### src/rtl/instruction_prefetch_queue.sv
// Instruction prefetch queue: issues reads to a variable-latency instruction
// memory, buffers returned codes with their PCs, and hands them to the core
// over a valid/ready handshake. A redirect flushes the queue, discards any
// in-flight return and restarts fetch at the target.
module instruction_prefetch_queue #(
    parameter int ADDR_W = 8,
    parameter int DEPTH  = 4
) (
    input  logic              clk,
    input  logic              rst_n,
    output logic              mem_req,
    output logic [ADDR_W-1:0] mem_addr,
    input  logic              mem_ack,
    input  logic [7:0]        mem_rdata,
    output logic              instr_valid,
    output logic [7:0]        instr_code,
    output logic [ADDR_W-1:0] instr_pc,
    input  logic              instr_ready,
    input  logic              redirect,
    input  logic [ADDR_W-1:0] redirect_target
);

    localparam int PTR_W = $clog2(DEPTH);
    localparam int CNT_W = PTR_W + 1;

    typedef enum logic [1:0] {
        IDLE = 2'd0,   // no request outstanding
        WAIT = 2'd1,   // request outstanding, its data will be queued
        DROP = 2'd2    // request outstanding, its data will be discarded
    } state_t;

    state_t            state_q, state_d;
    logic              req_q, req_d;
    logic [ADDR_W-1:0] addr_q, addr_d;
    logic [ADDR_W-1:0] fetch_pc_q, fetch_pc_d;
    logic [PTR_W-1:0]  head_q, head_d;
    logic [PTR_W-1:0]  tail_q, tail_d;
    logic [CNT_W-1:0]  count_q, count_d;
    logic [7:0]        code_q [DEPTH];
    logic [7:0]        code_d [DEPTH];
    logic [ADDR_W-1:0] pc_q   [DEPTH];
    logic [ADDR_W-1:0] pc_d   [DEPTH];

    logic              ack;
    logic              do_push;
    logic              do_pop;
    logic [CNT_W-1:0]  count_post;

    assign ack = req_q & mem_ack;

    // Fetch FSM, queue pointers and occupancy: next-state logic
    always_comb begin
        state_d    = state_q;
        req_d      = req_q;
        addr_d     = addr_q;
        fetch_pc_d = fetch_pc_q;
        head_d     = head_q;
        tail_d     = tail_q;
        count_d    = count_q;
        do_push    = 1'b0;
        do_pop     = 1'b0;
        count_post = count_q;

        if (redirect) begin
            // Redirect wins over push, pop and the normal issue this edge.
            head_d     = '0;
            tail_d     = '0;
            count_d    = '0;
            fetch_pc_d = redirect_target;
            unique case (state_q)
                // Nothing outstanding and the queue is now empty, so the
                // target can be requested straight away.
                IDLE: begin
                    req_d   = 1'b1;
                    addr_d  = redirect_target;
                    state_d = WAIT;
                end
                WAIT: begin
                    if (ack) begin
                        req_d   = 1'b0;
                        state_d = IDLE;
                    end else begin
                        state_d = DROP;
                    end
                end
                DROP: begin
                    if (ack) begin
                        req_d   = 1'b0;
                        state_d = IDLE;
                    end
                end
                default: begin
                    req_d   = 1'b0;
                    state_d = IDLE;
                end
            endcase
        end else begin
            do_pop     = (count_q != '0) & instr_ready;
            do_push    = (state_q == WAIT) & ack;
            count_post = count_q + CNT_W'(do_push) - CNT_W'(do_pop);
            count_d    = count_post;
            if (do_pop) begin
                head_d = head_q + PTR_W'(1);
            end
            if (do_push) begin
                tail_d = tail_q + PTR_W'(1);
            end
            unique case (state_q)
                IDLE: begin
                    if (count_q < CNT_W'(DEPTH)) begin
                        req_d   = 1'b1;
                        addr_d  = fetch_pc_q;
                        state_d = WAIT;
                    end
                end
                WAIT: begin
                    if (ack) begin
                        fetch_pc_d = addr_q + ADDR_W'(1);
                        // Only keep requesting while a slot stays reserved.
                        if (count_post < CNT_W'(DEPTH)) begin
                            addr_d = addr_q + ADDR_W'(1);
                        end else begin
                            req_d   = 1'b0;
                            state_d = IDLE;
                        end
                    end
                end
                DROP: begin
                    if (ack) begin
                        req_d   = 1'b0;
                        state_d = IDLE;
                    end
                end
                default: begin
                    req_d   = 1'b0;
                    state_d = IDLE;
                end
            endcase
        end
    end

    // Queue storage: write the returned code and its address at the tail
    always_comb begin
        code_d = code_q;
        pc_d   = pc_q;
        if (do_push) begin
            code_d[tail_q] = mem_rdata;
            pc_d[tail_q]   = addr_q;
        end
    end

    // Control state registers
    always_ff @(posedge clk or negedge rst_n) begin
        if (!rst_n) begin
            state_q    <= IDLE;
            req_q      <= 1'b0;
            addr_q     <= '0;
            fetch_pc_q <= '0;
            head_q     <= '0;
            tail_q     <= '0;
            count_q    <= '0;
        end else begin
            state_q    <= state_d;
            req_q      <= req_d;
            addr_q     <= addr_d;
            fetch_pc_q <= fetch_pc_d;
            head_q     <= head_d;
            tail_q     <= tail_d;
            count_q    <= count_d;
        end
    end

    // Queue storage registers, cleared so the head outputs read 0 in reset
    always_ff @(posedge clk or negedge rst_n) begin
        if (!rst_n) begin
            for (int i = 0; i < DEPTH; i++) begin
                code_q[i] <= '0;
                pc_q[i]   <= '0;
            end
        end else begin
            code_q <= code_d;
            pc_q   <= pc_d;
        end
    end

    assign mem_req     = req_q;
    assign mem_addr    = addr_q;
    assign instr_valid = (count_q != '0);
    assign instr_code  = code_q[head_q];
    assign instr_pc    = pc_q[head_q];

endmodule
### config.mk
export PLATFORM = sky130hd
export DESIGN_NAME = instruction_prefetch_queue
export DESIGN_NICKNAME = d
export VERILOG_FILES = /design/src/rtl/instruction_prefetch_queue.sv
export SDC_FILE = /design/constraint.sdc
export NUM_CORES = 1
export LEC_CHECK = 0
export CAP_MARGIN = 20
export CORE_UTILIZATION = 58
export DETAILED_ROUTE_END_ITERATION = 6
export DONT_BUFFER_PORTS = 1
export GPL_TIMING_DRIVEN = 1
export HOLD_SLACK_MARGIN = 0.05
export PLACE_DENSITY = 0.75
export SLEW_MARGIN = 15
export SYNTH_ARGS = -nofsm -noshare
export SYNTH_HDL_FRONTEND = slang
export SYNTH_SLANG_ARGS = --single-unit
export TNS_END_PERCENT = 20
### constraint.sdc
create_clock -name clk -period 4.45 [get_ports clk]
set_clock_uncertainty 0.2 [all_clocks]
set_input_delay 0.89 -clock clk [delete_from_list [all_inputs] [get_ports clk]]
set_output_delay 0.89 -clock clk [all_outputs]
set_load 0.01 [all_outputs]
==> out/results.ini <==
[timing]
setup_slack_ps = 678
slew_viol_final = 0
tightest_slew_ps = 885
final.period_utilization = 0.848
slew-limit-headroom = 0.410
period_needed_ps = 3770
setup_viol = 0
fin_tns_setup_ps = 0
finalHoldViolCount = 0
max_freq_mhz = 265
rsz0062_at_grt = no

[clock_tree]
numClockSinks = 90
cts_root_buffer = clkbuf_8
clock_path_buffers = 2
clk_pin_slew_ps = 90
cts_tree = yes
cts.htree.levels = 3
cts_inserted_buffers = 9
clk_latency_ps = 350

[floorplanning]
die_w_um = 90.3
die_h_um = 90.3
core_mm2 = 0.00741
ios = 47
die_area_mm2 = 0.00816
rows = 31
start_util = 0.611

[setup_path]
worstReg2RegEnd = mem_addr[6]
reg2reg_slack_ps = 680
startpoint_type = register
ff2ff_path_depth = 13
path_class = register to register
slowest_delay_ps = 420
rr_startpoint = state_q[1]
worstPathCellList = inv_1 > ha_1 > and3_1 > inv_2 > ha_1 > inv_1 > ha_1 > inv_1 > fa_1 > xor2_1 > mux2_2 > o21ai_4 > mux2_2
cp_data_arrival_time_ps = 3810
cpMaxStageDelayCell = dfrtp_1
critPathCaptureType = register
crit_fanout = 13
required_ps = 4490

[placement]
gp_congestion = 0.804
io_buffer_count = 0
dp_hpwl_mm = 5.43
preCtsSetupSlack_ps = 684

[yosys]
ys.flop_type = dfrtp_1
syn_inst = 336
synth_common_cells = 90 x dfrtp_1, 59 x mux2_2, 19 x nand2_1
synth_top_area_frac = 0.498
synth_edf_count = 0
synth_most_common_cell = dfrtp_1
synthArstFlopShare = 1.00
yosys-top-cells-area = dfrtp_1 50%, mux2_2 15%, mux4_2 8.0%
ys_warn_count = 0
syn_avg_cell_area_um2 = 13.5
synth_top_area_cell = dfrtp_1
synth_seq_cells = 90
synth.distinct_cells = 53
yosysSeqAreaShare = 0.498
syn_area_mm2 = 0.00453
synth.net_count = 369

[pwr]
cellPowerDensity_mw_per_mm2 = 579
leakagePower_nw = 2.23
power_mw = 2.76
vdd_drop_max_mv = 0.363

[drt]
drt-total-wl_mm = 8.33
via_per_inst = 6.02
drtPass1Iterations = 5
wire_per_inst_um = 19.2
drc = 0
num_vias = 2606
drt.antenna.violating_nets = 0
drt_iter0_drc = 116

[run_status]
status = finished clean

[global_route]
antenna_found_initial = 0
grt_max_degree = 91
grt_pass1_vias = 2715
grt-ovfl-total = 0
grt_pass1_wl_mm = 13.9
track_usage = 0.222

[flow_run]
maxCapViolCount = 0

[final_layout]
fin_util = 0.643
diodes = 0
layout-drive-gt1-share = 0.329
nets = 363
area.growth.synth_to_final_pct = 5.25

[worst_hold_path]
hold_path.class = input pin to async pin

## state kept, by name (all words and copies together) (netlist names)
register,count
code_q,32
count_q,3
fetch_pc_q,8
head_q,2
mem_addr,8
mem_req,1
pc_q,32
state_q,2
tail_q,2
## how the worst max path moves through the flow
stage,from,endpoint,slack (ps)
final,state_q[1],mem_addr[6],680
after CTS,state_q[1],mem_addr[6],680
after global routing,state_q[1],mem_addr[3],430
after detailed placement,state_q[1],mem_addr[6],680
after global placement,state_q[1],mem_addr[6],770
after floorplan,mem_ack,mem_addr[0],600
## cells in the final DEF, fill, tap and decap left out, types with 4 or more instances in the layout
cell type	count
nand3_1	5
nor3_1	7
o21bai_1	5
nand2_4	4
clkbuf_8	9
inv_1	9
mux2_1	4
a21oi_1	4
mux2_4	9
ha_1	11
mux2i_1	5
mux2_2	59
o21ai_0	7
dfrtp_1	90
mux4_2	16
xnor2_1	6
nand2_1	19
nor2_1	12
## layout make-up
type	instances	area, µm²
Fill cell	565	2640
Sequential cell	90	2250
Multi-Input combinational cell	214	2110
Clock buffer	10	128
Tap cell	99	124
Clock inverter	5	63.8
Timing Repair Buffer	4	50.0
Inverter	11	41.3
## report_power, final
| group | leakage [nW] | internal, mW | switching [mW] |
|---|---|---|---|
| logic | 0.952 | 0.499 | 0.457 |
| clock network | 0.0929 | 0.261 | 0.289 |
| registers | 1.19 | 1.01 | 0.240 |
| total | 2.23 | 1.77 | 0.985 |
## cells by family after synthesis
logic type | after synthesis | share of synthesized area
flip-flops | 90 | 0.498
AND/OR/NAND/NOR | 65 | 0.0790
adder cells (fa/ha/maj) | 12 | 0.0348
buffers and inverters | 32 | 0.0373
multiplexers | 93 | 0.277
XOR/XNOR | 8 | 0.0155
AO/OA/AOI/OAI | 36 | 0.0586
## metrics by stage
stage / hold slack [ps] / area (µm²) / std cells
finish: 235 / 4760 / 433
global route: 253 / 4760 / 433
CTS: 238 / 4760 / 433
detailed placement: 285 / 4550 / 417
global placement: 270 / 4550 / 417
floorplan: 259 / 4530 / 336
## critical path: cells and delay by family, from the launching register on
kind                       cells  cell delay [ps]
AOI/OAI and AO/OA              1              260
adders and majority gates      4             1180
DFF                            1              420
buffers and inverters          4              270
and+or+nand+nor                1              260
muxes                          2              780
xor gates and xnor gates       1              290
## timing repair
item                      4_1_cts  5_1_grt
gates resized for setup         0        0
setup buffers                   0        0
hold buffers                    1        0
hold endpoints to repair       90        0
## routing by layer
metal	vias to the layer above	global-route usage	routed length, µm
li1	1207	-	-
met1	1324	0.291	3810
met2	66	0.354	3980
met3	9	0.0547	441
met4	0	0.0981	104
met5	-	0	0
Power figures use the tool's default switching activity.
